===== config.mk =====
export PLATFORM = sky130hd
export DESIGN_NAME = up_fetch_unit_flat
export DESIGN_NICKNAME = d
export VERILOG_FILES = /design/src/rtl/up_fetch_unit_pkg.sv /design/src/rtl/up_fetch_unit_if.sv /design/src/rtl/up_pc_next.sv /design/src/rtl/up_fetch_unit.sv /design/src/flat_wrapper.sv
export SDC_FILE = /design/constraint.sdc
export NUM_CORES = 1
export LEC_CHECK = 0
export BUFFER_PORTS_ARGS = -buffer_cell sky130_fd_sc_hd__buf_2
export CAP_MARGIN = 25
export CORE_ASPECT_RATIO = 2
export CORE_UTILIZATION = 45
export CTS_BUF_LIST = sky130_fd_sc_hd__clkbuf_2
export CTS_CLUSTER_SIZE = 10
export DETAILED_ROUTE_END_ITERATION = 8
export HOLD_SLACK_MARGIN = 0.06
export PLACE_DENSITY = 0.77
export SLEW_MARGIN = 5
export SYNTH_ARGS = -nofsm -noshare
export SYNTH_HDL_FRONTEND = slang
export SYNTH_SLANG_ARGS = --single-unit

===== constraint.sdc =====
create_clock -name clock -period 2.3 [get_ports clock]
set_clock_uncertainty 0.2 [all_clocks]
set_input_delay 0.46 -clock clock [delete_from_list [all_inputs] [get_ports clock]]
set_output_delay 0.46 -clock clock [all_outputs]
set_load 0.01 [all_outputs]

===== src/rtl/up_fetch_unit_pkg.sv =====
// Shared definitions for the nibble-core fetch/sequencing front end: state encoding,
// phase values and the default field widths that decode and ALU blocks agree on.
package up_fetch_unit_pkg;

    localparam int unsigned DEF_ADDR_W  = 12;
    localparam int unsigned DEF_INSTR_W = 4;
    localparam int unsigned DEF_OPRND_W = 4;

    typedef enum logic [1:0] {
        ST_FETCH = 2'd0,
        ST_EXEC  = 2'd1,
        ST_HALT  = 2'd2
    } fetch_state_e;

    localparam logic PHASE_FETCH = 1'b0;
    localparam logic PHASE_EXEC  = 1'b1;

endpackage


===== src/rtl/up_fetch_unit_if.sv =====
// Bus bundle between the fetch unit, program ROM and the decode/ALU datapath.
// The master side is the fetch unit; the slave side is ROM plus datapath.
interface up_fetch_unit_if
    import up_fetch_unit_pkg::*;
#(
    parameter int unsigned ADDR_W  = DEF_ADDR_W,
    parameter int unsigned INSTR_W = DEF_INSTR_W,
    parameter int unsigned OPRND_W = DEF_OPRND_W
);
    logic [INSTR_W+OPRND_W-1:0] prog_byte;
    logic                       prog_valid;
    logic                       pc_req;
    logic [ADDR_W-1:0]          pc;
    logic [INSTR_W-1:0]         instr;
    logic [OPRND_W-1:0]         oprnd;
    logic                       phase;
    logic                       exec_done;
    logic                       stall;
    logic                       jump_en;
    logic [ADDR_W-1:0]          jump_addr;
    logic                       skip_en;
    logic                       halt_req;
    logic                       halted;

    modport master (
        input  prog_byte, prog_valid, exec_done, stall, jump_en, jump_addr, skip_en, halt_req,
        output pc_req, pc, instr, oprnd, phase, halted
    );

    modport slave (
        output prog_byte, prog_valid, exec_done, stall, jump_en, jump_addr, skip_en, halt_req,
        input  pc_req, pc, instr, oprnd, phase, halted
    );

endinterface


===== src/rtl/up_pc_next.sv =====
// Combinational next-PC select: jump target beats skip (+2) beats increment (+1).
// Arithmetic wraps modulo 2^ADDR_W.
module up_pc_next #(
    parameter int unsigned ADDR_W = 12
) (
    input  logic [ADDR_W-1:0] i_pc,
    input  logic              i_jump_en,
    input  logic [ADDR_W-1:0] i_jump_addr,
    input  logic              i_skip_en,
    output logic [ADDR_W-1:0] o_pc_next
);

    logic [ADDR_W-1:0] w_step;

    always_comb begin
        w_step    = i_skip_en ? ADDR_W'(2) : ADDR_W'(1);
        o_pc_next = i_jump_en ? i_jump_addr : i_pc + w_step;
    end

endmodule


===== src/rtl/up_fetch_unit.sv =====
// Fetch/execute sequencer for the nibble core: ROM wait-state handshake, execute-complete
// handshake, stall, jump/skip and halt. All outputs come straight from registers.
module up_fetch_unit
    import up_fetch_unit_pkg::*;
#(
    parameter int unsigned     ADDR_W    = DEF_ADDR_W,
    parameter int unsigned     INSTR_W   = DEF_INSTR_W,
    parameter int unsigned     OPRND_W   = DEF_OPRND_W,
    parameter logic [ADDR_W-1:0] RESET_VEC = '0
) (
    input logic            clock,
    input logic            reset,
    up_fetch_unit_if.master bus
);

    fetch_state_e       r_state, w_state_d;
    logic [ADDR_W-1:0]  r_pc, w_pc_d, w_pc_next;
    logic [INSTR_W-1:0] r_instr, w_instr_d;
    logic [OPRND_W-1:0] r_oprnd, w_oprnd_d;
    logic               r_phase;
    logic               r_pc_req;
    logic               r_halted;

    up_pc_next #(
        .ADDR_W(ADDR_W)
    ) u_pc_next (
        .i_pc       (r_pc),
        .i_jump_en  (bus.jump_en),
        .i_jump_addr(bus.jump_addr),
        .i_skip_en  (bus.skip_en),
        .o_pc_next  (w_pc_next)
    );

    always_comb begin
        w_state_d = r_state;
        w_pc_d    = r_pc;
        w_instr_d = r_instr;
        w_oprnd_d = r_oprnd;
        if (!bus.stall) begin
            unique case (r_state)
                ST_FETCH: begin
                    if (bus.prog_valid) begin
                        w_instr_d = bus.prog_byte[INSTR_W+OPRND_W-1 -: INSTR_W];
                        w_oprnd_d = bus.prog_byte[OPRND_W-1:0];
                        w_state_d = ST_EXEC;
                    end
                end
                ST_EXEC: begin
                    if (bus.exec_done) begin
                        w_pc_d    = w_pc_next;
                        w_state_d = bus.halt_req ? ST_HALT : ST_FETCH;
                    end
                end
                ST_HALT: w_state_d = ST_HALT;
                default: w_state_d = ST_FETCH;
            endcase
        end
    end

    // Status outputs are decoded from the next state so they stay registered (Moore).
    always_ff @(posedge clock) begin
        if (!reset) begin
            r_state  <= ST_FETCH;
            r_pc     <= RESET_VEC;
            r_instr  <= '0;
            r_oprnd  <= '0;
            r_phase  <= PHASE_FETCH;
            r_pc_req <= 1'b1;
            r_halted <= 1'b0;
        end else begin
            r_state  <= w_state_d;
            r_pc     <= w_pc_d;
            r_instr  <= w_instr_d;
            r_oprnd  <= w_oprnd_d;
            r_phase  <= (w_state_d == ST_EXEC) ? PHASE_EXEC : PHASE_FETCH;
            r_pc_req <= (w_state_d == ST_FETCH);
            r_halted <= (w_state_d == ST_HALT);
        end
    end

    assign bus.pc     = r_pc;
    assign bus.instr  = r_instr;
    assign bus.oprnd  = r_oprnd;
    assign bus.phase  = r_phase;
    assign bus.pc_req = r_pc_req;
    assign bus.halted = r_halted;

endmodule


===== src/flat_wrapper.sv =====
// flat-port wrapper written by rule: the top's interface ports become plain ports
module up_fetch_unit_flat import up_fetch_unit_pkg::*;
#(
    parameter int unsigned     ADDR_W    = DEF_ADDR_W,
    parameter int unsigned     INSTR_W   = DEF_INSTR_W,
    parameter int unsigned     OPRND_W   = DEF_OPRND_W,
    parameter logic [ADDR_W-1:0] RESET_VEC = '0
)
  (clock, reset, bus_prog_byte, bus_prog_valid, bus_exec_done, bus_stall, bus_jump_en, bus_jump_addr, bus_skip_en, bus_halt_req, bus_pc_req, bus_pc, bus_instr, bus_oprnd, bus_phase, bus_halted);
  up_fetch_unit_if #(.ADDR_W(ADDR_W), .INSTR_W(INSTR_W), .OPRND_W(OPRND_W)) bus_i ();
  input logic clock;
  input logic reset;
  input wire logic [$bits(bus_i.prog_byte)-1:0] bus_prog_byte;
  input wire logic [$bits(bus_i.prog_valid)-1:0] bus_prog_valid;
  input wire logic [$bits(bus_i.exec_done)-1:0] bus_exec_done;
  input wire logic [$bits(bus_i.stall)-1:0] bus_stall;
  input wire logic [$bits(bus_i.jump_en)-1:0] bus_jump_en;
  input wire logic [$bits(bus_i.jump_addr)-1:0] bus_jump_addr;
  input wire logic [$bits(bus_i.skip_en)-1:0] bus_skip_en;
  input wire logic [$bits(bus_i.halt_req)-1:0] bus_halt_req;
  output wire logic [$bits(bus_i.pc_req)-1:0] bus_pc_req;
  output wire logic [$bits(bus_i.pc)-1:0] bus_pc;
  output wire logic [$bits(bus_i.instr)-1:0] bus_instr;
  output wire logic [$bits(bus_i.oprnd)-1:0] bus_oprnd;
  output wire logic [$bits(bus_i.phase)-1:0] bus_phase;
  output wire logic [$bits(bus_i.halted)-1:0] bus_halted;
  assign bus_i.prog_byte = bus_prog_byte;
  assign bus_i.prog_valid = bus_prog_valid;
  assign bus_i.exec_done = bus_exec_done;
  assign bus_i.stall = bus_stall;
  assign bus_i.jump_en = bus_jump_en;
  assign bus_i.jump_addr = bus_jump_addr;
  assign bus_i.skip_en = bus_skip_en;
  assign bus_i.halt_req = bus_halt_req;
  assign bus_pc_req = bus_i.pc_req;
  assign bus_pc = bus_i.pc;
  assign bus_instr = bus_i.instr;
  assign bus_oprnd = bus_i.oprnd;
  assign bus_phase = bus_i.phase;
  assign bus_halted = bus_i.halted;
  up_fetch_unit #(.ADDR_W(ADDR_W), .INSTR_W(INSTR_W), .OPRND_W(OPRND_W), .RESET_VEC(RESET_VEC)) u_core (.clock(clock), .reset(reset), .bus(bus_i));
endmodule

==> out/qor.csv, run 1 <==
stage;metric;value;unit
clock_network;Post-CTS Setup Bufs;0;
logic_synthesis;ys async rst share;0;
final_layout;nets;237;
power_and_ir_drop;Psw;0.202;mW
sta;worst-margin pin slew;522;ps
logic_synthesis;Mapped Nets;184;
sta;Slew Limit Headroom;0.650;
setup_path;R2R Setup Slk;140;ps
power_and_ir_drop;Internal;0.548;mW
floorplan;die area;3140;um^2
logic_synthesis;top_reg_cell synth;dfxtp_1;
power_and_ir_drop;Pleak;0.676;nW
setup_path;CP Cell Sequence;ha_1, inv_1, fa_1, nand3b_1, nor2_2, a41oi_1, o221a_2;
logic_synthesis;cell accounting for the most synthesized area;dfxtp_1;
setup_path;Worst Path Required;2360;ps
worst_hold_path;Worst Hold Endpoint;u_core.bus.instr[1];
sta;fin crit share;0.939;
power_and_ir_drop;overall power;0.750;mW
power_and_ir_drop;Pwr Density;464;nW/um^2
final_layout;antenna cells;0;
power_and_ir_drop;Comb pwr share;0.158;
worst_hold_path;Hold Crit Start;bus_prog_byte[5];
setup_path;Crit-path slowest cell;dfxtp_2;
worst_hold_path;Worst Hold Class;primary input to flip-flop;
power_and_ir_drop;clock group share of total power;0.229;
drt;Total Routed Length;3180;um
sta;unrepaired setup endpoints after global routing;no;
logic_synthesis;Gate Count Post-Synth;153;
clock_network;Clock Pin Slew Worst Setup and Hold Paths;220;ps
power_and_ir_drop;VDD IR max;0.309;mV
floorplan;core area;2770;um^2
logic_synthesis;synth unique cells;48;
drt;Pre-Repair DR Iteration Count;4;
clock_network;CTS H-tree lvls;1;
setup_path;launch point of the worst path;u_core.bus.pc[0];
logic_synthesis;largest cells by area after synthesis;dfxtp_1 (38%), nand2_1 (7.2%), a21oi_1 (5.0%);
worst_hold_path;hold path cells;3;
clock_network;Clock Sink Count;25;
clock_network;CTS root buf;clkbuf_2;
setup_path;CP max FO;6;
setup_path;Worst Path Arrival;2220;ps
logic_synthesis;FF+latch count, synth;25;
setup_path;crit path buf inv count;1;
sta;Hold Vio Cnt, Final;0;
status;status;complete, no violations;
setup_path;worst reg2reg startpoint;u_core.bus.pc[0];
sta;fmax;0.463;GHz
placement;port bufs;50;
floorplan;I/O pins;51;
global_routing;largest net degree at the start of global routing;28;
final_layout;fin area;1620;um^2
logic_synthesis;Yosys top cell area share;0.383;
setup_path;RR Endpoint;u_core.bus.pc[8];
job;Max Cap Viol;0;
power_and_ir_drop;Seq pwr share;0.613;
power_and_ir_drop;sw frac;0.269;
sta;final worst slack;140;ps
global_routing;first-pass GRT wire length;5040;um
logic_synthesis;Post-synth EDFFs;0;
logic_synthesis;Mean Syn Cell Area;8.55;um^2
drt;routed length per instance;13.6;um
floorplan;Starting Density;0.472;
sta;final setup fails;0;
floorplan;Die Y;78.2;um
drt;via count;1326;
final_layout;commonest non-fill, non-tap cell in the layout;buf_2;
global_routing;Overflow after GRT;0;
final_layout;Area Growth Syn to Fin;23.5;%
global_routing;initial antenna violation count;0;
setup_path;crit end category;flip-flop;
clock_network;CTS tree;yes;
floorplan;Core Rows;27;
global_routing;vias in the first global route;1282;
drt;vias per cell;5.67;
placement;GPL Wtd Cong;0.754;
sta;Slew Viols, Final;0;
setup_path;Top delay family on crit path;adder cells;
drt;DRC;0;
clock_network;Clock Latency Late Sink;340;ps
drt;Iteration-0 DRC Markers;31;
global_routing;gr usage total;0.221;
setup_path;startpoint types;flip-flop;
setup_path;Register-to-Register Path Depth;7;
logic_synthesis;YS warnings;0;
final_layout;share of layout cells above drive strength 1;0.366;
logic_synthesis;sequential area share after synthesis;0.383;
drt;Post-DRT Antenna Nets;0;
placement;Placement Setup Slack;-153;ps
placement;DP Area;1590;um^2
setup_path;kind of critical path;flip-flop to flip-flop;
floorplan;die width;40.1;um
sta;crit path time final;2160;ps
setup_path;Largest stage delay, worst path;390;ps
clock_network;CTS Buf Count;3;
placement;dpl hpwl;2460;um
final_layout;most frequent cells in the layout;buf_2 (50), nand2_1 (25), dfxtp_1 (24);
clock_network;CTS max path bufs;2;
logic_synthesis;Post-Syn Area;1310;um^2
==> Yosys cell counts (all sizes together), types with 2 or more instances <==
master	number
nand2	26
dfxtp	25
a21oi	15
nor2	11
inv	8
buf	6
nor3	6
nand3	5
a211oi	3
a22oi	3
a31oi	3
nor4	3
o21a	3
o21ai	3
a21o	2
and2	2
and3	2
ha	2
mux2i	2
nand3b	2
nor2b	2
o22ai	2
o31ai	2
==> worst max path at each step <==
stage                       end  depth (start not counted)
6_report       u_core.bus.pc[8]                          7
5_1_grt        u_core.bus.pc[8]                          7
4_1_cts        u_core.bus.pc[8]                          7
3_5_place_dp   u_core.bus.pc[8]                          9
3_3_place_gp   u_core.bus.pc[8]                          9
2_1_floorplan  u_core.bus.pc[8]                          8
==> layout make-up <==
class,count,area [um^2]
Timing Repair Buffer,55,288
Inverter,8,30.0
Tap cell,29,36.3
Fill cell,279,1150
Multi-Input combinational cell,113,739
Sequential cell,25,502
Clock buffer,4,20.0
==> worst reg2reg max path: stages (launching register included) <==
cell and delay (ps):
dfxtp_2 390, ha_1 180, inv_1 60, fa_1 370, nand3b_1 290, nor2_2 190, a41oi_1 140, o221a_2 270
==> cell families after synthesis <==
family | after synthesis | synth area share
compound gates | 43 | 0.234
fa+ha+maj | 3 | 0.0344
buf+inv | 15 | 0.0536
flops | 25 | 0.383
mux | 2 | 0.0153
simple gates | 65 | 0.279
==> routing by layer <==
layer  vias up  routed length, um  global-route usage
li1        654                  -                   -
met1       605               1180               0.224
met2        56               1730               0.394
met3        11                163              0.0169
met4         0                104               0.131
met5         -                  0                   0
==> registers in the layout, indices dropped and copies added, names as in the netlist <==
name and cells:
u_core.bus.pc 12, u_core.bus.pc_req 1, u_core.bus.instr 4, u_core.bus.phase 1
u_core.bus.oprnd 4, u_core.bus.halted 1, u_core.r_state 2
==> repair_timing <==
action	4_1_cts	5_1_grt
hold buffers	0	0
endpoints found under the hold margin	0	0
setup endpoints to repair	0	1
gates resized for setup	0	2
==> metrics by stage <==
step,util,hold slack (ps),TNS [ps],cells
after global routing,0.583,98.2,0,234
final,0.583,118,0,234
after CTS,0.582,104,0,234
after floorplan,-,281,0,153
after detailed placement,0.575,251,-263,230
after global placement,0.575,239,-45.2,230
==> power by group through the flow <==
stage | combinational [mW] | sequential (mW) | clock [mW]
4_1_cts | 0.120 | 0.460 | 0.179
5_1_grt | 0.132 | 0.463 | 0.193
3_3_place_gp | 0.114 | 0.467 | 0
6_report | 0.118 | 0.460 | 0.172
3_5_place_dp | 0.120 | 0.468 | 0
2_1_floorplan | 0.0614 | 0.474 | 0
Note: power is estimated with default switching activity, not from simulation.
==> inputs of run 2 (changes only) <==
--- a/config.mk
+++ b/config.mk
@@ -12,6 +12,7 @@
 export CTS_BUF_LIST = sky130_fd_sc_hd__clkbuf_2
 export CTS_CLUSTER_SIZE = 10
 export DETAILED_ROUTE_END_ITERATION = 8
+export GPL_ROUTABILITY_DRIVEN = 0
 export HOLD_SLACK_MARGIN = 0.06
 export PLACE_DENSITY = 0.77
 export SLEW_MARGIN = 5
==> constraint.sdc (replaced) <==
create_clock -name clock -period 2.3 [get_ports clock]
set_clock_uncertainty 0.2 [all_clocks]
set_input_delay 0.115 -clock clock [delete_from_list [all_inputs] [get_ports clock]]
set_output_delay 0.115 -clock clock [all_outputs]
set_load 0.01 [all_outputs]
==> run 2 against run 1 <==
  * Core utilization up 11 points
  * Sequential power is essentially flat
  * Non-clock buffer count rose by 30
  * Clock power decreased by 2%
  * Global-route usage increased by 2.5 points
  * Combinational power rose by 34%
  * Register-to-register slack is essentially flat
  * Via count grew 9.0%
  * Cell count rose by 13%
  * Wire length grew 14%
  * Worst hold slack got worse by 21 ps
  * Highest routed layer unchanged
==> out/qor.csv, run 2 (synthesis results as in run 1) <==
stage;metric;value;unit;change
final_layout;nets;267;;+13%
drt;Pre-Repair DR Iteration Count;4;;unchanged
clock_network;CTS Buf Count;3;;unchanged
clock_network;CTS H-tree lvls;1;;unchanged
floorplan;die width;40.1;um;unchanged
drt;via count;1445;;+9.0%
sta;fin crit share;0.945;;+0.00612
clock_network;Clock Sink Count;25;;unchanged
power_and_ir_drop;Pleak;0.781;nW;+15%
sta;fmax;0.460;GHz;-0.65%
power_and_ir_drop;overall power;0.786;mW;+4.8%
global_routing;GRT met2 Usage;0.469;;+0.0758
setup_path;launch point of the worst path;u_core.bus.pc[0];;
sta;worst-margin pin slew;555;ps;+32.5 ps
status;status;complete, no violations;;
floorplan;die area;3140;um^2;unchanged
clock_network;CTS root buf;clkbuf_2;;
final_layout;Layout Cells excl Fill;264;;+13%
job;Max Cap Viol;0;;unchanged
global_routing;largest net degree at the start of global routing;28;;unchanged
setup_path;kind of critical path;flip-flop to flip-flop;;
global_routing;vias in the first global route;1371;;+6.9%
setup_path;R2R Setup Slk;130;ps;about the same
global_routing;Overflow after GRT;0;;unchanged
clock_network;Clock Latency Late Sink;330;ps;about the same
setup_path;Register-to-Register Path Depth;7;;unchanged
setup_path;Worst Path Arrival;2220;ps;about the same
global_routing;gr usage total;0.246;;+0.0251
final_layout;Area Growth Syn to Fin;47.1;%;
setup_path;Worst Path Required;2350;ps;about the same
placement;Cell Count Post-Placement;225;;-2.2%
sta;final setup fails;0;;unchanged
sta;Slew Limit Headroom;0.628;;-0.0223
global_routing;grt met1 use;0.240;;+0.0158
sta;setup TNS;0;ps;unchanged
setup_path;Critical Path Sink;u_core.bus.pc[8];;
final_layout;antenna cells;0;;unchanged
floorplan;I/O pins;51;;unchanged
drt;routed length per instance;13.8;um;+1.4%
global_routing;initial antenna violation count;0;;unchanged
power_and_ir_drop;Pwr Density;409;nW/um^2;-12%
clock_network;CTS max path bufs;2;;unchanged
setup_path;startpoint types;flip-flop;;
final_layout;commonest non-fill, non-tap cell in the layout;buf_2;;
sta;Slew Viols, Final;0;;unchanged
placement;Placement Setup Slack;105;ps;+258 ps
setup_path;crit end category;flip-flop;;
global_routing;first-pass GRT wire length;5640;um;+12%
final_layout;most frequent cells in the layout;buf_2 (50), dlygate4sd3_1 (34), nand2_1 (25);;
power_and_ir_drop;VDD IR max;0.221;mV;-28%
floorplan;Die Y;78.2;um;unchanged
final_layout;max FFs per register;12;;unchanged
sta;unrepaired setup endpoints after global routing;no;;
global_routing;Top Usage Layer GRT;met2;;
worst_hold_path;Worst Hold Class;primary input to flip-flop;;
floorplan;Core Rows;27;;unchanged
floorplan;core area;2770;um^2;unchanged
placement;dpl hpwl;2340;um;-4.9%
drt;Iteration-0 DRC Markers;34;;+9.7%
setup_path;CP max FO;5;;-1
sta;Worst Hold Slack;96.7;ps;-20.8 ps
global_routing;met3 usage;0.0254;;+0.00847
clock_network;CTS tree;yes;;
clock_network;Clock Pin Slew Worst Setup and Hold Paths;220;ps;about the same
final_layout;share of layout cells above drive strength 1;0.298;;-0.0680
sta;Hold Vio Cnt, Final;0;;unchanged
setup_path;worst reg2reg startpoint;u_core.bus.pc[0];;
drt;DRC;0;;unchanged
sta;final worst slack;126;ps;-14.1 ps
drt;vias per cell;5.47;;-3.4%
floorplan;Starting Density;0.472;;unchanged
drt;Total Routed Length;3640;um;+14%
sta;crit path time final;2170;ps;+14.1 ps
drt;Post-DRT Antenna Nets;0;;unchanged
placement;port bufs;50;;unchanged
setup_path;RR Endpoint;u_core.bus.pc[8];;
-- run 2: repair_timing --
action / in CTS / in global routing
endpoints found under the hold margin: 25 / 0
hold buffers: 34 / 0
setup endpoints to repair: 0 / 3
setup buffers: 0 / 1
gates resized for setup: 0 / 1
-- run 2: worst max-delay path, stage by stage (launching register included) --
cell,delay [ps]
dfxtp_2,390
ha_1,190
inv_1,70
fa_1,400
nand3b_1,270
nor2_1,200
a41oi_1,130
o221a_2,260
-- run 2: final cells by class --
cell class                 count  area [um^2]
clock buffer                   4         20.0
sequential                    25          502
inverter                       8         30.0
multi-input combinational    113          737
timing repair buffer          85          598
fill                         233          847
tap                           29         36.3
-- run 2: stage by stage --
stage	cell area, um^2	utilization
3_3_place_gp	1550	0.561
2_1_floorplan	1310	-
6_report	1920	0.694
4_1_cts	1910	0.691
3_5_place_dp	1550	0.561
5_1_grt	1920	0.694
-- run 2: power breakdown --
part	switching, mW	internal [mW]	total (mW)
clock	0.122	0.0460	0.168
combinational	0.0735	0.0844	0.158
sequential	0.0111	0.449	0.460
total	0.207	0.579	0.786
-- run 2: worst min path at each step --
| stage | start | to | slack [ps] | cells after the start |
|---|---|---|---|---|
| after global routing | bus_prog_valid | u_core.r_state[0] | 100 | 4 |
| after CTS | bus_prog_valid | u_core.r_state[0] | 70 | 4 |
| after floorplan | bus_prog_byte[4] | u_core.bus.instr[0] | 50 | 2 |
| after global placement | bus_prog_byte[3] | u_core.bus.oprnd[3] | 160 | 3 |
| after detailed placement | bus_prog_byte[7] | u_core.bus.instr[3] | 160 | 3 |
| final | bus_prog_valid | u_core.r_state[0] | 100 | 4 |
-- run 2: per-layer routing --
metal	vias to the layer above	wire length [um]
li1	712	-
met1	681	1370
met2	48	2050
met3	4	158
met4	0	51
met5	-	0
